**src/rtl/bus_pkg.sv**
```systemverilog
// Shared types for the two-requester bus arbiter: FSM state encoding,
// the bundled requester payload and the default timeout read data.
package bus_pkg;

    typedef enum logic [1:0] {
        IDLE   = 2'd0,
        GRANT0 = 2'd1,
        GRANT1 = 2'd2
    } arb_state_t;

    localparam logic [31:0] ERR_DATA_DEFAULT = 32'hDEAD_BEEF;

    typedef struct packed {
        logic [31:0] address;
        logic [31:0] data_write;
        logic [3:0]  write_mask;
        logic        ren;
        logic        wen;
    } bus_req_t;

endpackage

```
**src/rtl/bus_timeout_counter.sv**
```systemverilog
// Saturating wait counter for a granted transfer.
// The expired flag is raised once the count reaches MAX_COUNT.
module bus_timeout_counter #(
    parameter int unsigned MAX_COUNT = 255
) (
    input  logic clk,
    input  logic rst_n,
    input  logic clear,
    input  logic enable,
    output logic expired
);

    localparam int unsigned CW = (MAX_COUNT < 1) ? 1 : $clog2(MAX_COUNT + 1);
    localparam logic [CW-1:0] MAX_C = CW'(MAX_COUNT);

    logic [CW-1:0] count_q, count_d;

    always_comb begin
        // NOTE: default assignment first so no path leaves count_d unassigned (no latch).
        count_d = count_q;
        if (clear) begin
            count_d = '0;
        end else if (enable && (count_q != MAX_C)) begin
            count_d = count_q + CW'(1);
        end
    end

    // NOTE: sequential state uses non-blocking assignments only.
    always_ff @(posedge clk or negedge rst_n) begin
        if (!rst_n) begin
            count_q <= '0;
        end else begin
            count_q <= count_d;
        end
    end

    assign expired = (count_q == MAX_C);

endmodule

```
**src/rtl/bus_arbiter_2.sv**
```systemverilog
// Two-requester round-robin arbiter onto a single bus host port, with a
// per-transfer wait timeout that completes the transfer with ERR_DATA.
module bus_arbiter_2
    import bus_pkg::*;
#(
    parameter int unsigned TIMEOUT_CYCLES = 255,
    parameter logic [31:0] ERR_DATA       = bus_pkg::ERR_DATA_DEFAULT
) (
    input  logic        clk,
    input  logic        rst_n,

    input  logic [31:0] m0_address,
    input  logic [31:0] m0_data_write,
    input  logic [3:0]  m0_write_mask,
    input  logic        m0_ren,
    input  logic        m0_wen,
    output logic [31:0] m0_data_read,
    output logic        m0_ready,

    input  logic [31:0] m1_address,
    input  logic [31:0] m1_data_write,
    input  logic [3:0]  m1_write_mask,
    input  logic        m1_ren,
    input  logic        m1_wen,
    output logic [31:0] m1_data_read,
    output logic        m1_ready,

    output logic [31:0] bus_address,
    output logic [31:0] bus_data_write,
    output logic [3:0]  bus_write_mask,
    output logic        bus_ren,
    output logic        bus_wen,
    input  logic [31:0] bus_data_read,
    input  logic        bus_ready,
    output logic        bus_err
);

    arb_state_t  state_q, state_d;
    logic        last_served_q, last_served_d;

    bus_req_t    m0_req, m1_req, sel_req;
    logic        req0, req1;
    logic        grant_idx, own_req, other_req;
    logic        timeout, done;
    logic [31:0] rdata;
    logic        cnt_clear, cnt_enable, cnt_expired;

    assign m0_req = {m0_address, m0_data_write, m0_write_mask, m0_ren, m0_wen};
    assign m1_req = {m1_address, m1_data_write, m1_write_mask, m1_ren, m1_wen};
    assign req0   = m0_ren | m0_wen;
    assign req1   = m1_ren | m1_wen;

    always_comb begin
        state_d        = state_q;
        last_served_d  = last_served_q;
        grant_idx      = 1'b0;
        sel_req        = '0;
        own_req        = 1'b0;
        other_req      = 1'b0;
        timeout        = 1'b0;
        done           = 1'b0;
        rdata          = '0;
        bus_address    = '0;
        bus_data_write = '0;
        bus_write_mask = '0;
        bus_ren        = 1'b0;
        bus_wen        = 1'b0;
        bus_err        = 1'b0;
        m0_ready       = 1'b0;
        m0_data_read   = '0;
        m1_ready       = 1'b0;
        m1_data_read   = '0;

        unique case (state_q)
            IDLE: begin
                // Tie goes to whoever was not served last.
                if (req0 && req1) begin
                    state_d = last_served_q ? GRANT0 : GRANT1;
                end else if (req0) begin
                    state_d = GRANT0;
                end else if (req1) begin
                    state_d = GRANT1;
                end
            end
            GRANT0, GRANT1: begin
                grant_idx = (state_q == GRANT1);
                sel_req   = grant_idx ? m1_req : m0_req;
                own_req   = grant_idx ? req1 : req0;
                other_req = grant_idx ? req0 : req1;
                timeout   = cnt_expired && !bus_ready && own_req;
                done      = bus_ready || timeout;
                rdata     = timeout ? ERR_DATA : bus_data_read;

                bus_address    = sel_req.address;
                bus_data_write = sel_req.data_write;
                bus_write_mask = sel_req.write_mask;
                bus_ren        = sel_req.ren && !timeout;
                bus_wen        = sel_req.wen && !timeout;
                bus_err        = timeout;

                if (grant_idx) begin
                    m1_ready     = done;
                    m1_data_read = rdata;
                end else begin
                    m0_ready     = done;
                    m0_data_read = rdata;
                end

                if (done) begin
                    last_served_d = grant_idx;
                    if (other_req) begin
                        state_d = grant_idx ? GRANT0 : GRANT1;
                    end else begin
                        state_d = IDLE;
                    end
                end else if (!own_req) begin
                    // Abandoned transfer: no completion, fairness history kept.
                    state_d = IDLE;
                end
            end
            default: state_d = IDLE;
        endcase
    end

    always_ff @(posedge clk or negedge rst_n) begin
        if (!rst_n) begin
            state_q       <= IDLE;
            last_served_q <= 1'b1;
        end else begin
            state_q       <= state_d;
            last_served_q <= last_served_d;
        end
    end

    // Any state change (including GRANT0 <-> GRANT1 handover) restarts the wait count.
    assign cnt_clear  = (state_d != state_q);
    assign cnt_enable = (state_q != IDLE) && !bus_ready;

    bus_timeout_counter #(
        .MAX_COUNT (TIMEOUT_CYCLES)
    ) u_timeout (
        .clk     (clk),
        .rst_n   (rst_n),
        .clear   (cnt_clear),
        .enable  (cnt_enable),
        .expired (cnt_expired)
    );

endmodule

```
**config.mk**
```make
export PLATFORM = sky130hd
export DESIGN_NAME = bus_arbiter_2
export DESIGN_NICKNAME = d
export VERILOG_FILES = /design/src/rtl/bus_pkg.sv /design/src/rtl/bus_timeout_counter.sv /design/src/rtl/bus_arbiter_2.sv
export SDC_FILE = /design/constraint.sdc
export NUM_CORES = 1
export LEC_CHECK = 0
export CELL_PAD_IN_SITES_DETAIL_PLACEMENT = 1
export CELL_PAD_IN_SITES_GLOBAL_PLACEMENT = 1
export CORE_ASPECT_RATIO = 0.6
export CORE_UTILIZATION = 17
export CTS_BUF_LIST = sky130_fd_sc_hd__clkbuf_2 sky130_fd_sc_hd__clkbuf_4 sky130_fd_sc_hd__clkbuf_8
export CTS_CLUSTER_SIZE = 28
export DETAILED_ROUTE_END_ITERATION = 7
export PLACE_DENSITY = 0.91
export SLEW_MARGIN = 20
export SYNTH_ARGS = -nofsm -noshare
export SYNTH_HDL_FRONTEND = slang
export SYNTH_HIERARCHICAL = 1
export SYNTH_SLANG_ARGS = --single-unit
```
**constraint.sdc**
```tcl
create_clock -name clk -period 3.04 [get_ports clk]
set_clock_uncertainty 0.15 [all_clocks]
set_input_delay 0.608 -clock clk [delete_from_list [all_inputs] [get_ports clk]]
set_output_delay 0.608 -clock clk [all_outputs]
set_load 0.02 [all_outputs]
```
Word level (Yosys, flattened, before mapping)
Cells that the tools add are included.
Word-level totals
  flip-flop bits (word level): 11
  bits of input ports: 175
Operators by class
  $add $sub $neg: 1
  equal/unequal tests: 5
  muxes and demuxes: 29
  bitwise gates (word level): 2
  reduce and logical (&&, ||, !) cells: 15
Operators with widths (number)
  $mux W32: 7
  $mux W70: 1
  $mux W2: 8
  $mux W8: 2
  $mux W1: 9
  $add A8 B1 Y8 const B: 1
  $eq A8 B8 Y1 const B: 1
  $ne A8 B8 Y1 const B: 1
  $logic_and A1 B1 Y1: 7
  $mux W4: 1
  $pmux W2 S2: 1
  $reduce_bool A2 Y1: 2
  $eq A2 B1 Y1 const B: 1
  $eq A2 B2 Y1 const B: 1
  $logic_not A1 Y1: 2
  $logic_not A2 Y1: 1
  $ne A2 B2 Y1: 1
  $or A1 B1 Y1: 2
  $reduce_and A2 Y1: 1
  $reduce_or A2 Y1: 1
  $logic_or A1 B1 Y1: 1

Longest topological paths before layout
Gate-level depths: netlist of the first run.
  depth in word-level cells: 8
  gate-level depth with buffers: 11

By module
The synthesis of the first run kept the hierarchy.
Modules (own cells, without submodules)
  bus_arbiter_2: times used 1, cells each 290, area an instance 2172.1 sq um, sequential area each 76.3 sq um
  bus_timeout_counter: times used 1, cells each 47, area an instance 474.2 sq um, sequential area each 200.2 sq um

Worst setup path before layout of the first run
Ideal clock, no wire load.
  path type: register -> output
  start: reg state_q[0]
  end: out m1_ready
  data arrival time: 1.745 ns
  data required time: 2.282 ns
  path slack: 0.537 ns
  cell stages (with the launch flop): 7
  path buffers: 2
  cell sequence: dfrtp_1 -> inv_1 -> ha_1 -> and2_1 -> clkbuf_1 -> clkbuf_1 -> nor2b_1
Between the ends
  cells in the longest elaborated chain, start to end: 6
  elaborated cells between the ends (all ways): 8
  those cells by class: eq/ne: 2; mux: 3; reduce/logical: 3
Ends and longest elaborated chain
  start, declared: line bus_arbiter_2.sv:38  | arb_state_t state_q, state_d;
  start signal, assigned: line bus_arbiter_2.sv:130  | state_q <= state_d;
  $eq A2 B2 Y1: line bus_arbiter_2.sv:74, bus_arbiter_2.sv:86
  $mux W1: line bus_arbiter_2.sv:88  | own_req = grant_idx ? req1 : req0;
  $logic_and A1 B1 Y1: line bus_arbiter_2.sv:90  | timeout = cnt_expired && !bus_ready && own_req;
  $logic_or A1 B1 Y1: line bus_arbiter_2.sv:91  | done = bus_ready || timeout;
  $mux W1: line bus_arbiter_2.sv:101  | if (grant_idx) begin
  $mux W1 (*): line bus_arbiter_2.sv:74  | unique case (state_q)
  end, declared: line bus_arbiter_2.sv:26  | output logic m1_ready,
Every way passes the cells marked *; elsewhere a longest branch is shown, timed or not.

Worst setup path after layout of the first run
  start: in m0_ren
  end: out m1_data_read[20]
Between the ends
  cells in the longest elaborated chain, start to end: 6
Ends and longest elaborated chain
  start, declared: line bus_arbiter_2.sv:15  | input logic m0_ren,
  $or A1 B1 Y1: line bus_arbiter_2.sv:50  | assign req0 = m0_ren | m0_wen;
  $mux W1: line bus_arbiter_2.sv:88
  $logic_and A1 B1 Y1: line bus_arbiter_2.sv:90
  $mux W32: line bus_arbiter_2.sv:92  | rdata = timeout ? ERR_DATA : bus_data_read;
  $mux W32: line bus_arbiter_2.sv:101
  $mux W32: line bus_arbiter_2.sv:74
  end, declared: line bus_arbiter_2.sv:25  | output logic [31:0] m1_data_read,
No other way between the ends.

==> metrics, run 1 <==
Via density=4.57; number of flops mapped to enable cells by yosys=0; relative max-transition margin=62.2%; number of unique standard cell types used by synthesis=49; switching power total=around 0.0029 W; flip-flop and latch count after synthesis=11; Skew-Pair Late Insertion Delay=230 ps; Iteration-0 DRC Markers=around 160; Buffers on Ports=slightly above 300; Cells on Worst Hold Path=2; Worst IR Drop VDD=0.440 mV; ANT cells=0; yosys synthesis warning count=6; total number of vias=3,877; hold_sp=u_timeout/count_q[1]$_DFFE_PN0P_; FF-to-FF Start=state_q[1]$_DFF_PN0_; syn nets=517; Crit Path Category=input pin to output pin; CP peak stage delay=500 ps; buffers and inverters on the worst path=4; routing usage on met1=22.6%; Critical Path Stages=8; cell family with the largest share of critical-path delay=buffers and inverters; length in cells of the worst reg-to-reg path=11; Avg Inst Size Synth=7.85 sq um; largest net degree at the start of global routing=74; number of cells produced by synthesis=approximately 340; Non-Filler Instances=848; layout cells sized above 1=16.9%; areal power density over the cells=920 nW/um^2; GR Util All Layers=18.7%; sequential cell fraction of total power=approximately 3.6%; status=finished clean; Cell Count Post-Placement=836; Remaining DRCs=0; CTS Root Cell=sky130_fd_sc_hd__clkbuf_8; measured slew at the worst slew-check pin=~560 ps; global-route wire length before repair=23,500 um; core region area=14,800 sq um; Hold Vio Cnt, Final=0; # H-tree levels=1; number of buffers created by CTS=3; Worst Slack Setup Final=38.7 ps; highest-utilization routing layer at the global route stage=met2; commonest cells in the synthesized netlist=sky130_fd_sc_hd__nor2b_1, sky130_fd_sc_hd__mux2i_1, sky130_fd_sc_hd__o21a_1, sky130_fd_sc_hd__and3_1, sky130_fd_sc_hd__clkbuf_1; share of power burned in the clock network=2.7%; class of the tightest hold or removal check=register to register; buffer levels on the longest clock path=2; clock slew seen by the registers of the worst setup and hold paths=50 ps; main area contributors after synthesis=sky130_fd_sc_hd__mux2i_1, sky130_fd_sc_hd__nor2b_1, sky130_fd_sc_hd__o21a_1; met2 usage=34.9%; endpoint of the worst hold path=u_timeout/count_q[1]$_DFFE_PN0P_; Sinks on Clock Net=11; DRT antenna net count=0; final wirelength=between 15,000 and 20,000 um; vias in the first global route=4,116; Register-to-Register Setup Slack=130 ps; Worst Hold Slack=roughly 440 ps; gr ovfl total=0; maximum fanout along the worst path=17; number of nets in the final layout=approximately 830; Total Die Area=16,100 sq um; shortest period the worst path allows=3000 ps; DR pass1 iterations=4; Chip Height=98.6 um; Synth Cell Area=roughly 2600 sq um; CTS tree=yes; number of placement rows=34; leakage power of the design=approximately 2.7 nW; Routed WL per cell=19.3 um; most instantiated flip-flop cell in the synthesis netlist=sky130_fd_sc_hd__dfrtp_1; startpoint type of the worst setup path=input pin; critical-path cell with the highest stage delay=sky130_fd_sc_hd__clkdlybuf4s50_1; post-synthesis to final-layout area growth=132%; initial core utilization=approximately 18%; maximum frequency from static timing analysis=333 MHz; hold-fix buffers at CTS=0; Finished Core Util=41.3%; Critical Path AT=between 2000 and 2500 ps; switch share=51.7%; R2R Path End=u_timeout/count_q[3]$_DFFE_PN0P_; die width=around 160 um; data required time of the critical path=2280 ps; met3 GRT Util=3.54%; critical path endpoint category=output pin; antenna violations before repair=0; HPWL after DPL=between 10,000 and 15,000 um; Gate power share=93.6%; ys async rst share=100%; critical path, cell by cell=clkdlybuf4s50_1 > nor3_2 > a21oi_2 > buf_4 > nand3_1 > buf_12 > and3_1 > clkdlybuf4s15_1; most frequently used cell type in the post-synthesis netlist=sky130_fd_sc_hd__nor2b_1; area leader, netlist=sky130_fd_sc_hd__mux2i_1; sequential-to-total area share from yosys stat=between 10% and 20%; setup repair after global routing missed its margin=yes; final setup violation count=0; # Max-Cap Violations=0; Int Power=between 0.002 and 0.003 W; worst setup slack after placement=-365 ps; number of max-slew violations in the final report=0; final period utilization=98.7%; count of boundary I/O pins=312; final RePlAce weighted congestion=0.895; share of the synthesized area in the top cell type=26.9%
## tightest hold or removal path: stages, from the launching register on
cell	delay (ps)
sky130_fd_sc_hd__dfrtp_1	400
sky130_fd_sc_hd__nand2b_1	80
sky130_fd_sc_hd__mux2i_1	60
## final cells by class
class | instances | area (sq um)
sequential | 11 | 277
multi-input combinational | 292 | 2260
fill | 1740 | 8710
tap | 198 | 248
inverter | 3 | 11.3
timing repair buffer | 340 | 3300
clock buffer | 4 | 48.8
## power groups by stage
stage	logic, W	registers [W]	clock network, W
after CTS	0.00522	0.000203	0.000157
after global placement	0.00528	0.000202	0
final	0.00529	0.000206	0.000154
after detailed placement	0.00542	0.000206	0
after global routing	0.00558	0.000209	0.000169
after floorplan	0.00296	0.000202	0
## per-layer routing
layer / share of wire [%] / vias up
met5: 0 / -
met4: 0.59 / 0
met3: 7.0 / 4
met2: 51 / 171
met1: 41 / 1868
li1: - / 1834
## cells in the final DEF, fill, tap and decap left out, types with 3 or more instances in the layout
cell | netlist | routed
sky130_fd_sc_hd__clkdlybuf4s50_1 | 0 | 199
sky130_fd_sc_hd__nor2b_1 | 74 | 73
sky130_fd_sc_hd__mux2i_1 | 71 | 68
sky130_fd_sc_hd__o21a_1 | 49 | 49
sky130_fd_sc_hd__dlygate4sd2_1 | 0 | 45
sky130_fd_sc_hd__clkbuf_2 | 1 | 22
sky130_fd_sc_hd__buf_4 | 1 | 21
sky130_fd_sc_hd__and3_1 | 18 | 18
sky130_fd_sc_hd__clkdlybuf4s15_2 | 0 | 18
sky130_fd_sc_hd__buf_2 | 12 | 14
sky130_fd_sc_hd__dfrtp_1 | 10 | 10
sky130_fd_sc_hd__nand2_1 | 9 | 8
sky130_fd_sc_hd__nor2_1 | 8 | 7
sky130_fd_sc_hd__a21oi_1 | 7 | 7
sky130_fd_sc_hd__dlymetal6s2s_1 | 0 | 7
sky130_fd_sc_hd__buf_12 | 0 | 6
sky130_fd_sc_hd__nand3_1 | 5 | 5
sky130_fd_sc_hd__o21ai_0 | 5 | 5
sky130_fd_sc_hd__nand2b_1 | 4 | 4
sky130_fd_sc_hd__mux2i_2 | 0 | 3
sky130_fd_sc_hd__ha_1 | 5 | 3
sky130_fd_sc_hd__clkbuf_8 | 0 | 3
sky130_fd_sc_hd__buf_16 | 0 | 3
## kinds of logic (layout without fill, tap and decap cells)
| group | count (synthesis) | after routing | share of synthesized area, % |
|---|---|---|---|
| AND/OR/NAND/NOR | 133 | 133 | 30.5 |
| adder cells (fa/ha/maj) | 5 | 5 | 2.36 |
| flip-flops | 11 | 11 | 10.4 |
| AO/OA/AOI/OAI | 80 | 80 | 22.2 |
| multiplexers | 74 | 74 | 28.3 |
| buffers and inverters | 34 | 347 | 6.15 |
## stage by stage
stage | area (sq um) | TNS, ps | power [W]
finish | 6140 | 0 | 0.00564
global route | 6140 | -95.4 | 0.00596
CTS | 6220 | -15.1 | 0.00558
detailed placement | 6100 | -19150 | 0.00562
global placement | 6100 | -17720 | 0.00549
floorplan | 2650 | 0 | 0.00316
## repair_timing
item / CTS / global route
setup endpoints to repair: 132 / 93
resized for setup: 186 / 57
buffers inserted: 2 / 2
pin swaps: 1 / 3
cloned: 2 / 2
## state kept, by name (all words and copies together), names as in the netlist
register / flops
state_q: 2
u_timeout/count_q: 8
last_served_q: 1
## worst max-delay path by stage
stage,startpoint,end
after floorplan,state_q[0]$_DFF_PN0_,m1_ready
after global placement,m1_wen,m1_data_read[30]
after detailed placement,m1_wen,m1_data_read[27]
after CTS,state_q[0]$_DFF_PN0_,bus_data_write[11]
after global routing,m0_wen,m1_data_read[6]
final,m0_ren,m1_data_read[20]
Power figures use the tool's default switching activity.
==> run 2: changes to the inputs <==
--- a/config.mk
+++ b/config.mk
@@ -18,3 +18,4 @@
 export SYNTH_HDL_FRONTEND = slang
 export SYNTH_HIERARCHICAL = 1
 export SYNTH_SLANG_ARGS = --single-unit
+export TNS_END_PERCENT = 5
==> run 2 against run 1 <==
  * Combinational power is 5.9% lower
  * Sequential share of layout area is 0.18 points higher
  * Power is 5.5% lower
  * Sequential power hardly changed
  * Non-clock buffer count is 4 lower
  * Worst setup slack better by 15 ps
  * Register-to-register slack hardly changed
  * Design area is 3.8% lower
  * Routed wire length is 1.7% lower
  * Hold slack worse by 1.3 ps
  * Critical path type unchanged
  * Largest cell class unchanged
  * Highest routed layer unchanged
==> metrics, run 2 (synthesis results as in run 1) <==
final wirelength=16,100 um (-1.7%); DR pass1 iterations=4 (unchanged); hold_sp=u_timeout/count_q[1]$_DFFE_PN0P_; max FFs per register=8 (unchanged); final period utilization=98.2% (-0.51 points); clock slew seen by the registers of the worst setup and hold paths=50 ps (about the same); largest registers ranked by flip-flop count=u_timeout/count_q x8, state_q x2, last_served_q x1; GR Util All Layers=18.1% (-0.55 points); status=finished clean; count of boundary I/O pins=312 (unchanged); sequential cell area in the final layout=277 sq um (unchanged); shortest period the worst path allows=2990 ps (-15.4 ps); areal power density over the cells=903 nW/um^2 (-1.8%); Register-to-Register Setup Slack=130 ps (about the same); final setup violation count=0 (unchanged); Cells on Worst Hold Path=2 (unchanged); critical path, cell by cell=clkdlybuf4s50_1 > nor3_2 > a21oi_2 > buf_4 > nand3_1 > buf_12 > and3_1 > clkdlybuf4s15_1; Layout Cell Area excl Fill=5910 sq um (-3.8%); antenna violations before repair=0 (unchanged); Chip Height=98.6 um (unchanged); maximum frequency from static timing analysis=335 MHz (+0.52%); vias in the first global route=4,093 (-0.56%); CTS tree=yes; number of buffers created by CTS=3 (unchanged); length in cells of the worst reg-to-reg path=11 (unchanged); endpoint of the worst hold path=u_timeout/count_q[1]$_DFFE_PN0P_; die width=163 um (unchanged); PnR Total Power=0.00534 W (-5.5%); number of max-slew violations in the final report=0 (unchanged); setup repair after global routing missed its margin=no; Routed WL per cell=19.1 um (-1.2%); measured slew at the worst slew-check pin=562 ps (-2.24 ps); commonest cells after routing, fill and taps aside=sky130_fd_sc_hd__clkdlybuf4s50_1, sky130_fd_sc_hd__nor2b_1, sky130_fd_sc_hd__dlygate4sd2_1; HPWL after DPL=12,800 um (unchanged); buffers and inverters on the worst path=4 (unchanged); # H-tree levels=1 (unchanged); CP peak stage delay=500 ps (about the same); Non-Filler Instances=844 (-0.47%); core region area=14,800 sq um (unchanged); Worst Hold Slack=442 ps (-1.31 ps); critical path endpoint category=output pin; Hold Vio Cnt, Final=0 (unchanged); placed cell areas=6100 sq um (unchanged); Worst IR Drop VDD=0.526 mV (+20%); Filler Cells Inserted=1,772 (+1.8%); startpoint type of the worst setup path=input pin; Sinks on Clock Net=11 (unchanged); initial core utilization=17.8% (unchanged); Worst Slack Setup Final=54.2 ps (+15.4 ps); class of the tightest hold or removal check=register to register; Via density=4.55 (-0.51%); layout cells sized above 1=16.3% (-0.67 points); Buffers on Ports=311 (unchanged); most flop-heavy register=u_timeout/count_q; critical-path cell with the highest stage delay=sky130_fd_sc_hd__clkdlybuf4s50_1; data required time of the critical path=2280 ps (about the same); gr ovfl total=0 (unchanged); Total Die Area=16,100 sq um (unchanged); Remaining DRCs=0 (unchanged); Skew-Pair Late Insertion Delay=230 ps (about the same); Cell Count Post-Placement=836 (unchanged); Iteration-0 DRC Markers=152 (-5.6%); DRT antenna net count=0 (unchanged); Critical Path AT=2230 ps (about the same); hold-fix buffers at CTS=0 (unchanged); buffer levels on the longest clock path=2 (unchanged); Crit Path Category=input pin to output pin; total number of vias=3,839 (-0.98%); cell family with the largest share of critical-path delay=buffers and inverters; maximum fanout along the worst path=17 (unchanged); relative max-transition margin=62.4% (+0.15 points); final RePlAce weighted congestion=0.895 (unchanged); CTS Root Cell=sky130_fd_sc_hd__clkbuf_8; worst setup slack after placement=-365 ps (unchanged); global-route wire length before repair=22,900 um (-2.5%); number of nets in the final layout=827 (-0.48%); FF-to-FF Start=state_q[1]$_DFF_PN0_; R2R Path End=u_timeout/count_q[3]$_DFFE_PN0P_; # Max-Cap Violations=0 (unchanged); most common library cell in the layout ignoring fill and taps=sky130_fd_sc_hd__clkdlybuf4s50_1; ANT cells=0 (unchanged); Multi-input gate area=2250 sq um (-0.28%); largest net degree at the start of global routing=74 (unchanged); leakage power of the design=2.73 nW (-0.52%); number of placement rows=34 (unchanged); post-synthesis to final-layout area growth=123%
==> run 2: area by class of cell <==
cell class,instances,area share (%)
Clock buffer,4,0.826
Timing Repair Buffer,336,52.0
Inverter,3,0.191
Tap cell,198,4.19
Sequential cell,11,4.68
Multi-Input combinational cell,292,38.1
==> run 2: worst min-delay path: stages, from the launching register on <==
cell and delay [ps]:
sky130_fd_sc_hd__dfrtp_1 400, sky130_fd_sc_hd__nand2b_1 80, sky130_fd_sc_hd__mux2i_1 60
==> run 2: where the power goes <==
| group | leakage [nW] | internal [W] | switching [W] | total (W) |
|---|---|---|---|---|
| logic | 2.56 | 0.00219 | 0.00279 | 0.00498 |
| clock network | 0.0262 | 0.000101 | 0.0000541 | 0.000155 |
| registers | 0.147 | 0.000177 | 0.0000282 | 0.000205 |
==> run 2: metrics by stage <==
step | util (%) | TNS (ps)
finish | 39.8 | 0
detailed placement | 41.1 | -19150
floorplan | - | 0
global route | 39.8 | 0
global placement | 41.1 | -17720
CTS | 40.1 | -256
==> run 2: worst max path at each step <==
stage | start | to | slack (ps) | cells past startpoint
after floorplan | state_q[0]$_DFF_PN0_ | m1_ready | 540 | 6
after global placement | m1_wen | m1_data_read[30] | -350 | 8
after detailed placement | m1_wen | m1_data_read[27] | -370 | 8
after CTS | state_q[0]$_DFF_PN0_ | bus_data_write[11] | -140 | 6
after global routing | m0_wen | m1_data_read[17] | 0.9 | 8
final | m0_wen | m1_data_read[17] | 50 | 8
==> run 2: repair_timing <==
| item | in CTS | in global routing |
|---|---|---|
| setup buffers | 1 | 0 |
| pin swaps | 1 | 1 |
| hold endpoints to repair | 0 | 0 |
| setup endpoints to repair | 132 | 46 |
| cloned | 1 | 2 |
| gates resized for setup | 212 | 64 |
==> run 2: routing by layer <==
metal | up-vias | part of all wire (%) | track usage [%]
met2 | 175 | 51 | 34.0
met1 | 1825 | 41 | 21.4
met5 | - | 0 | 0
met3 | 14 | 6.9 | 3.62
li1 | 1825 | - | -
met4 | 0 | 1.1 | 3.02
